[config.mk]
export PLATFORM = sky130hd
export DESIGN_NAME = sample_interpolator_flat
export DESIGN_NICKNAME = d
export VERILOG_FILES = /design/src/rtl/sample_interpolator_pkg.sv /design/src/rtl/sample_interpolator_if.sv /design/src/rtl/sample_fifo2.sv /design/src/rtl/sample_interpolator.sv /design/src/flat_wrapper.sv
export SDC_FILE = /design/constraint.sdc
export NUM_CORES = 1
export LEC_CHECK = 0
export BUFFER_PORTS_ARGS = -buffer_cell sky130_fd_sc_hd__buf_2
export CAP_MARGIN = 15
export CORE_MARGIN = 10
export CORE_UTILIZATION = 60
export CTS_BUF_LIST = sky130_fd_sc_hd__clkbuf_8
export DETAILED_ROUTE_END_ITERATION = 8
export PLACE_DENSITY_LB_ADDON = 0.3
export SLEW_MARGIN = 20
export SYNTH_ARGS = -nofsm -noshare
export SYNTH_HDL_FRONTEND = slang
export SYNTH_SLANG_ARGS = --single-unit
[constraint.sdc]
create_clock -name clk -period 4.05 [get_ports clk]
set_input_delay 0.405 -clock clk [delete_from_list [all_inputs] [get_ports clk]]
set_output_delay 0.405 -clock clk [all_outputs]
set_load 0.01 [all_outputs]
[src/rtl/sample_interpolator_pkg.sv]
// -----------------------------------------------------------------------------
// sample_interpolator_pkg
// Shared definitions for the sample interpolator slice:
//   - interp_state_e : control FSM states (IDLE / HOLD / RUN)
//   - FRAC_BITS      : fraction bits carried by the accumulator (also the
//                      phase counter width, since k never exceeds FRAC_BITS)
//   - K_W            : width of the latched segment length exponent
//   - last_phase()   : phase value on which a segment of 2^k advances ends
// -----------------------------------------------------------------------------
package sample_interpolator_pkg;

    localparam int FRAC_BITS = 7;
    localparam int K_W       = 3;

    typedef enum logic [1:0] {
        ST_IDLE = 2'd0,
        ST_HOLD = 2'd1,
        ST_RUN  = 2'd2
    } interp_state_e;

    // 2^k - 1 built as a mask, so no adder or multiplier is needed.
    function automatic logic [FRAC_BITS-1:0] last_phase(input logic [K_W-1:0] k);
        logic [FRAC_BITS-1:0] ones;
        ones = {FRAC_BITS{1'b1}};
        return ~(ones << k);
    endfunction

endpackage

[src/rtl/sample_interpolator_if.sv]
// -----------------------------------------------------------------------------
// sample_interpolator_if
// Sample-stream handshake plus the modulator-side advance/u pair.
//   in_sample / in_valid / in_ready : producer -> interpolator sample transfer
//   advance                         : consumer took u this cycle
//   u                               : interpolated sample to the modulator
// Modports: master = producer/consumer side, slave = interpolator.
// -----------------------------------------------------------------------------
interface sample_interpolator_if #(
    parameter int IN_BITS = 16
) ();
    logic [IN_BITS-1:0] in_sample;
    logic               in_valid;
    logic               in_ready;
    logic               advance;
    logic [IN_BITS-1:0] u;

    modport master (
        output in_sample,
        output in_valid,
        output advance,
        input  in_ready,
        input  u
    );

    modport slave (
        input  in_sample,
        input  in_valid,
        input  advance,
        output in_ready,
        output u
    );
endinterface

[src/rtl/sample_fifo2.sv]
// -----------------------------------------------------------------------------
// sample_fifo2
// Two-entry FIFO for accepted input samples.
//   clk, reset : clock, synchronous active-high reset (empties the FIFO)
//   in_data    : sample offered by the producer
//   in_valid   : in_data is offered this cycle
//   in_ready   : FIFO not full (depends on stored count only)
//   peek_data  : head entry (meaningful when count != 0)
//   pop        : consume the head this cycle (ignored when empty)
//   count      : current occupancy, 0..2
// -----------------------------------------------------------------------------
module sample_fifo2 #(
    parameter int WIDTH = 16
) (
    input  logic             clk,
    input  logic             reset,
    input  logic [WIDTH-1:0] in_data,
    input  logic             in_valid,
    output logic             in_ready,
    output logic [WIDTH-1:0] peek_data,
    input  logic             pop,
    output logic [1:0]       count
);

    logic [WIDTH-1:0] mem_r [2];
    logic             rd_ptr_r;
    logic             wr_ptr_r;
    logic [1:0]       count_r;
    logic             push_s;
    logic             pop_s;

    assign in_ready  = (count_r != 2'd2);
    assign peek_data = mem_r[rd_ptr_r];
    assign count     = count_r;
    assign push_s    = in_valid && (count_r != 2'd2);
    assign pop_s     = pop && (count_r != 2'd0);

    // Storage, pointers and occupancy; push+pop together leaves count unchanged.
    always_ff @(posedge clk) begin
        if (reset) begin
            mem_r[0] <= {WIDTH{1'b0}};
            mem_r[1] <= {WIDTH{1'b0}};
            rd_ptr_r <= 1'b0;
            wr_ptr_r <= 1'b0;
            count_r  <= 2'd0;
        end else begin
            if (push_s) begin
                mem_r[wr_ptr_r] <= in_data;
                wr_ptr_r        <= ~wr_ptr_r;
            end
            if (pop_s) begin
                rd_ptr_r <= ~rd_ptr_r;
            end
            case ({push_s, pop_s})
                2'b10:   count_r <= count_r + 2'd1;
                2'b01:   count_r <= count_r - 2'd1;
                default: count_r <= count_r;
            endcase
        end
    end

endmodule

[src/rtl/sample_interpolator.sv]
// -----------------------------------------------------------------------------
// sample_interpolator
// Linear interpolation between consecutive input samples for a delta-sigma
// modulator. Each segment from cur to nxt spans 2^k advance pulses; u moves
// by a fixed step (7 fraction bits) per advance and lands exactly on nxt.
//   clk, reset     : clock, synchronous active-high reset
//   bus (slave)    : in_sample/in_valid/in_ready, advance, u
//   interp_log2    : k, latched at each segment start
//   clear_underrun : clears underrun (a simultaneous set wins)
//   underrun       : sticky, an advance arrived with no segment to run
// -----------------------------------------------------------------------------
module sample_interpolator
    import sample_interpolator_pkg::*;
#(
    parameter int IN_BITS   = 16,
    parameter int LOG2_BITS = 3
) (
    input  logic                 clk,
    input  logic                 reset,
    sample_interpolator_if.slave bus,
    input  logic [LOG2_BITS-1:0] interp_log2,
    input  logic                 clear_underrun,
    output logic                 underrun
);

    localparam int ACC_W  = IN_BITS + FRAC_BITS;
    localparam int STEP_W = IN_BITS + FRAC_BITS + 1;

    interp_state_e          state_r;
    interp_state_e          state_nxt_s;

    logic [IN_BITS-1:0]     cur_r;
    logic [IN_BITS-1:0]     nxt_r;
    logic [ACC_W-1:0]       acc_r;
    logic signed [STEP_W-1:0] step_r;
    logic [K_W-1:0]         k_lat_r;
    logic [FRAC_BITS-1:0]   phase_r;
    logic                   underrun_r;

    logic [IN_BITS-1:0]     head_s;
    logic [1:0]             fifo_count_s;
    logic                   fifo_nonempty_s;
    logic                   fifo_pop_s;
    logic                   load_cur_s;
    logic                   start_seg_s;
    logic                   step_s;
    logic                   finish_s;
    logic                   underrun_set_s;
    logic                   seg_end_s;

    logic [K_W-1:0]         k_in_s;
    logic [K_W-1:0]         shift_s;
    logic signed [IN_BITS:0]  diff_s;
    logic signed [STEP_W-1:0] step_calc_s;

    sample_fifo2 #(
        .WIDTH (IN_BITS)
    ) u_fifo (
        .clk       (clk),
        .reset     (reset),
        .in_data   (bus.in_sample),
        .in_valid  (bus.in_valid),
        .in_ready  (bus.in_ready),
        .peek_data (head_s),
        .pop       (fifo_pop_s),
        .count     (fifo_count_s)
    );

    assign fifo_nonempty_s = (fifo_count_s != 2'd0);
    assign seg_end_s       = (phase_r == last_phase(k_lat_r));
    assign bus.u           = acc_r[ACC_W-1:FRAC_BITS];
    assign underrun        = underrun_r;

    // Clamp k to FRAC_BITS so the step shift never goes negative.
    always_comb begin
        if (int'(interp_log2) > FRAC_BITS) begin
            k_in_s = K_W'(FRAC_BITS);
        end else begin
            k_in_s = K_W'(interp_log2);
        end
    end

    // Per-advance step: (nxt - cur) scaled to the fraction grid, divided by 2^k.
    always_comb begin
        shift_s     = K_W'(FRAC_BITS) - k_in_s;
        diff_s      = $signed({1'b0, head_s}) - $signed({1'b0, cur_r});
        step_calc_s = {{(STEP_W-IN_BITS-1){diff_s[IN_BITS]}}, diff_s} <<< shift_s;
    end

    // FSM state register.
    always_ff @(posedge clk) begin
        if (reset) begin
            state_r <= ST_IDLE;
        end else begin
            state_r <= state_nxt_s;
        end
    end

    // FSM next-state logic.
    always_comb begin
        state_nxt_s = state_r;
        case (state_r)
            ST_IDLE: begin
                if (fifo_nonempty_s) begin
                    state_nxt_s = ST_HOLD;
                end else begin
                    state_nxt_s = ST_IDLE;
                end
            end
            ST_HOLD: begin
                if (fifo_nonempty_s) begin
                    state_nxt_s = ST_RUN;
                end else begin
                    state_nxt_s = ST_HOLD;
                end
            end
            ST_RUN: begin
                if (bus.advance && seg_end_s) begin
                    state_nxt_s = ST_HOLD;
                end else begin
                    state_nxt_s = ST_RUN;
                end
            end
            default: state_nxt_s = ST_IDLE;
        endcase
    end

    // FSM action decode; an advance in the segment-start cycle is swallowed.
    always_comb begin
        fifo_pop_s     = 1'b0;
        load_cur_s     = 1'b0;
        start_seg_s    = 1'b0;
        step_s         = 1'b0;
        finish_s       = 1'b0;
        underrun_set_s = 1'b0;
        case (state_r)
            ST_IDLE: begin
                fifo_pop_s     = fifo_nonempty_s;
                load_cur_s     = fifo_nonempty_s;
                underrun_set_s = bus.advance;
            end
            ST_HOLD: begin
                if (fifo_nonempty_s) begin
                    fifo_pop_s  = 1'b1;
                    start_seg_s = 1'b1;
                end else begin
                    underrun_set_s = bus.advance;
                end
            end
            ST_RUN: begin
                if (bus.advance) begin
                    finish_s = seg_end_s;
                    step_s   = ~seg_end_s;
                end else begin
                    finish_s = 1'b0;
                    step_s   = 1'b0;
                end
            end
            default: begin
                fifo_pop_s = 1'b0;
            end
        endcase
    end

    // Datapath: segment endpoints, accumulator, step, phase and sticky underrun.
    always_ff @(posedge clk) begin
        if (reset) begin
            cur_r      <= {IN_BITS{1'b0}};
            nxt_r      <= {IN_BITS{1'b0}};
            acc_r      <= {ACC_W{1'b0}};
            step_r     <= {STEP_W{1'b0}};
            k_lat_r    <= {K_W{1'b0}};
            phase_r    <= {FRAC_BITS{1'b0}};
            underrun_r <= 1'b0;
        end else begin
            if (load_cur_s) begin
                cur_r <= head_s;
                acc_r <= {head_s, {FRAC_BITS{1'b0}}};
            end else if (start_seg_s) begin
                nxt_r   <= head_s;
                k_lat_r <= k_in_s;
                step_r  <= step_calc_s;
                phase_r <= {FRAC_BITS{1'b0}};
            end else if (step_s) begin
                // Two's-complement wrap in ACC_W bits is exact: the true
                // result always lies between cur and nxt.
                acc_r   <= ACC_W'({1'b0, acc_r} + $unsigned(step_r));
                phase_r <= phase_r + FRAC_BITS'(1);
            end else if (finish_s) begin
                // Land exactly on nxt regardless of accumulated truncation.
                acc_r <= {nxt_r, {FRAC_BITS{1'b0}}};
                cur_r <= nxt_r;
            end

            if (underrun_set_s) begin
                underrun_r <= 1'b1;
            end else if (clear_underrun) begin
                underrun_r <= 1'b0;
            end
        end
    end

endmodule

[src/flat_wrapper.sv]
// flat-port wrapper written by rule: the top's interface ports become plain ports
module sample_interpolator_flat import sample_interpolator_pkg::*;
#(
    parameter int IN_BITS   = 16,
    parameter int LOG2_BITS = 3
)
  (clk, reset, interp_log2, clear_underrun, underrun, bus_in_sample, bus_in_valid, bus_advance, bus_in_ready, bus_u);
  sample_interpolator_if #(.IN_BITS(IN_BITS)) bus_i ();
  input  logic clk;
  input  logic reset;
  input  logic [LOG2_BITS-1:0] interp_log2;
  input  logic clear_underrun;
  output logic underrun;
  input wire logic [$bits(bus_i.in_sample)-1:0] bus_in_sample;
  input wire logic [$bits(bus_i.in_valid)-1:0] bus_in_valid;
  input wire logic [$bits(bus_i.advance)-1:0] bus_advance;
  output wire logic [$bits(bus_i.in_ready)-1:0] bus_in_ready;
  output wire logic [$bits(bus_i.u)-1:0] bus_u;
  assign bus_i.in_sample = bus_in_sample;
  assign bus_i.in_valid = bus_in_valid;
  assign bus_i.advance = bus_advance;
  assign bus_in_ready = bus_i.in_ready;
  assign bus_u = bus_i.u;
  sample_interpolator #(.IN_BITS(IN_BITS), .LOG2_BITS(LOG2_BITS)) u_core (.clk(clk), .reset(reset), .bus(bus_i), .interp_log2(interp_log2), .clear_underrun(clear_underrun), .underrun(underrun));
endmodule
======== After elaboration in Yosys (flattened, before gate mapping) ========
Memory sizes are Yosys's and may differ from the RTL's. A register that Yosys moved wholly into a read port is not among the register bits.
Index checks and enable logic that the tools add are counted.
word-level totals
  flip-flop bits (word level) ............. 95
  memory bits (writable) .................. 32
  input bits .............................. 24
  output and inout bits ................... 18
  memories ................................ 1
  logic and storage cells ................. 90
cells by class
  equality and inequality tests ........... 8
  shift operators ......................... 2
  reduce and logical (&&, ||, !) cells .... 18
  bitwise logic cells ..................... 6
  add/subtract/negate cells ............... 6
  multiplexer cells ....................... 37
memories
  name                 words  bits a word  read ports  clocked after Yosys merged registers in  wr ports  line                RTL
  u_core.u_fifo.mem_r  2      16           1           1                                        2         sample_fifo2.sv:25  logic [WIDTH-1:0] mem_r [2];
operator list
  cell                 number
  $mux 23              4
  $mux 16              5
  $sshl 24x3->23       1
  $add 23x23->23       1
  $mux 1               20
  $sub 16x16->17       1
  $reduce_or 16->1     1
  $mux 7               2
  $reduce_bool 2->1    6
  $reduce_and 2->1     4
  $add 7x1->7 const B  1
  $eq 7x7->1           1
  $not 7->7            1
  $shl 7x3->7 const A  1
  $pmux 2 s3           1
  $not 1->1            5
  $eq 2x1->1 const B   2
  $eq 2x2->1 const B   2
  $mux 2               2
  $ne 2x1->1 const B   2
  $pmux 1 s2           2
  $pmux 2 s2           1
  $logic_and 1x1->1    3
  $reduce_and 3->1     1
  7 further kinds      7

======== Longest topological paths before layout ========
  depth after elaboration ................. 9
  mapped depth ............................ 14
  depth with buffers taken out ............ 12

======== Hierarchy ========
A second synthesis with hierarchy kept.
second synthesis, totals
  cell total of the unflattened synthesis .. 944
  area total of the unflattened synthesis .. 8114.0 µm²
modules (own cells, without submodules)
  module               sequential area each (µm²)  cells an instance  area each (µm²)  instances
  sample_interpolator  1821.7                      818                6462.4           1
  sample_fifo2         1061.0                      126                1651.6           1

======== Least setup slack after synthesis ========
OpenSTA, ideal clock, no wires.
  path type ............................... reg2reg
  start point ............................. register with a tool-made name
  end point ............................... register u_core.step_r[12]
  slack ................................... 0.341 ns
  stages on the path, launching flop included .. 15
  path buffers ............................ 2
  arrival time ............................ 3.577 ns
  period minus slack after synthesis ...... 3.709 ns
  cell sequence ........................... dfxtp_1 clkbuf_1 buf_1 mux2i_1 ha_1 inv_1 fa_1 a21o_1 a221oi_2 o2111ai_2 a31oi_1 xnor2_1 mux4_2 a211oi_1 nor3_1
RTL lines
  element               line                        RTL
  to (signal assigned)  sample_interpolator.sv:171  step_r <= {STEP_W{1'b0}};
  to (signal assigned)  sample_interpolator.sv:182  step_r <= step_calc_s;
  to (decl)             sample_interpolator.sv:35   logic signed [STEP_W-1:0] step_r;

==> results.json <==
{
  "core_area_um2": 13240,
  "dp.final_hpwl_um": 15090,
  "cts.sinks": 128,
  "rsz0062_at_grt": "no",
  "io_pins": 42,
  "switching_share": 0.4461,
  "grt_pass1_wl_um": 34060,
  "syn_inst": 949,
  "power_frac_clock": 0.169,
  "timing.final.crit_period_ps": 3621,
  "max_freq_ghz": 0.2761,
  "drc_errors": 0,
  "skew_ps": 10.86,
  "yosysWarningCount": 0,
  "final_nets": 1015,
  "wl_per_cell_um": 18.49,
  "internal_power_mw": 3.761,
  "cts_tree": "built",
  "grt.total_usage": 0.2303,
  "worst_setup_path_start_kind": "register",
  "maxSlewHeadroom": 0.3602,
  "antenna_cells": 0,
  "clk_path_buf_depth": 2,
  "run_status": "complete, no violations",
  "syn_area_um2": 8132,
  "htree_levels": 4,
  "hold_class": "in2reg",
  "clock_latency_ps": 460,
  "gp_congestion": 0.9341,
  "final.setup.tns_ps": 0,
  "p_sw_mw": 3.029,
  "cts_buffers": 17,
  "cts_resized": 0,
  "finalHoldViolations": 0,
  "die_h_um": 136.4,
  "yosysTopAreaCellShare": 0.2363,
  "start_util": 0.6140,
  "port_buffers": 41,
  "wl_um": 21040,
  "pwr-share-comb": 0.565,
  "layout_setup_ws_ps": 428.7,
  "instances_no_fill": 1138,
  "crit_fanout": 13,
  "avgSynthCellArea_um2": 8.569,
  "synth.most_common_cell": "nor2_1",
  "synthesis.nets": 1015,
  "vias": 7183,
  "synth_edf_count": 32,
  "die_area_um2": 18610,
  "p_per_area_nw_per_um2": 777.3,
  "required_ps": 4360,
  "finalCritPeriodShare": 0.8941,
  "grt_max_degree": 80,
  "holdCritStartpoint": "clear_underrun",
  "peakVddDrop_v": 0.0005994,
  "worst_pin_slew_ps": 959.8,
  "postCtsHoldBufs": 0,
  "antenna_found_initial": 0,
  "synthTopCellsByArea": "dfxtp_1, edfxtp_1, ha_1",
  "setup_violations": 0,
  "areaGrowthSynthToFinish_pct": 7.417,
  "cts_setup_buffers": 0,
  "yosys.area.top_type": "dfxtp_1",
  "die_w_um": 136.4,
  "crit_path_end_kind": "register",
  "ys.flop_type": "dfxtp_1",
  "ys_seq_elements": 128,
  "drt_pre_antenna_iters": 5,
  "p_leak_nw": 3.523,
  "row_count": 42,
  "drt_iter0_drc": 781,
  "dp_slack_ps": 459.6,
  "final_max_slew_viol_count": 0,
  "synth_common_cells": "nor2_1, dfxtp_1, nand2_1, a21oi_1, inv_1",
  "yosysSeqAreaShare": 0.3545,
  "async_reset_ff_frac": 0,
  "layout-drive-gt1-share": 0.1320,
  "clk_pin_slew_ps": 80,
  "viasPerCell": 6.312,
  "dpl.cell_count": 1106,
  "grt_overflow": 0,
  "crit_type": "reg2reg",
  "ctsRootBufferMaster": "clkbuf_8",
  "synth.distinct_cells": 78,
  "grt_pass1_vias": 6595,
  "ant_nets": 0,
  "max-cap-violations": 0,
  "pwr-share-seq": 0.266,
  "cp_data_arrival_time_ps": 3930
}
==> cells in the final DEF (no fill, tap or decap), drive strengths merged, types with 8 or more instances in the layout <==
cell and instances:
a211oi 24, a21o 19, a21oi 59, a22oi 15, a311oi 17, a31oi 9
and2 41, buf 58, clkbuf 18, dfxtp 96, edfxtp 32, ha 40
inv 47, mux2 16, mux2i 12, mux4 10, nand2 73, nand3 22
nor2 107, nor3 37, o211ai 10, o21ai 46, or3 8, xnor2 21
xor2 15
==> power by group through the flow <==
stage | sequential, mW | clock (mW) | combinational (mW)
6_report | 1.81 | 1.15 | 3.84
5_1_grt | 1.83 | 1.21 | 4.21
4_1_cts | 1.80 | 1.16 | 3.77
3_5_place_dp | 1.82 | 0 | 3.75
3_3_place_gp | 1.82 | 0 | 3.68
2_1_floorplan | 1.74 | 0 | 2.97
==> sequential cells by signal (all words and copies together) (netlist names), 3 cells and up, named ones only <==
name and cells:
u_core.acc_r 23, u_core.phase_r 7, u_core.step_r 23, u_core.u_fifo.mem_r 32, u_core.nxt_r 16, u_core.cur_r 16
u_core.k_lat_r 3
==> logic make-up after synthesis <==
logic type	after synthesis	synth area share
flops	128	0.3545
compound gates	253	0.2171
buf+inv	123	0.06616
simple gates	329	0.1923
xor+xnor	36	0.03878
fa+ha+maj	42	0.06647
mux	38	0.06463
==> area by class of cell <==
class / count / area [um2]
clock buffer: 18 / 247.7
clock inverter: 14 / 165.2
fill: 1103 / 4508
inverter: 46 / 172.7
multi-input combinational: 698 / 4711
sequential: 128 / 2883
tap: 176 / 220.2
timing repair buffer: 58 / 335.3
==> worst max-delay path, cell delays in order, from the launching register on <==
cell       delay (ps)
dfxtp_1           410
buf_4             260
mux2i_1           350
inv_1             100
ha_1              420
and3_1            220
a221oi_2          320
o2111ai_2         230
a31oi_1           250
xnor2_1           100
mux4_2            490
a211oi_1          240
nor3_1             80
==> worst paths after layout <==
path / endpoint / slack, ps / cells after the start
worst min-delay path: u_core.underrun / 200 / 3
worst max register to register: u_core.step_r[12] / 430 / 12
worst min register to register: u_core.acc_r[2] / 460 / 2
worst max-delay path: u_core.step_r[12] / 430 / 12
==> routing by layer <==
layer  vias to the layer above  track usage  part of all wire
met1                      3381       0.3208              0.45
met5                         -            0                 0
met4                         0      0.08698             0.025
met3                        40      0.04133             0.085
met2                       318       0.3472              0.44
li1                       3444            -                 -
==> through the flow <==
stage,total power [mW],instance area (um2),hold slack (ps),util
floorplan,4.716,8132,435.6,-
global placement,5.499,8322,446.2,0.6284
detailed placement,5.573,8322,450.7,0.6284
CTS,6.729,8735,183.9,0.6596
global route,7.255,8735,210.9,0.6596
finish,6.789,8735,198.0,0.6596
Note: power is estimated with default switching activity, not from simulation.
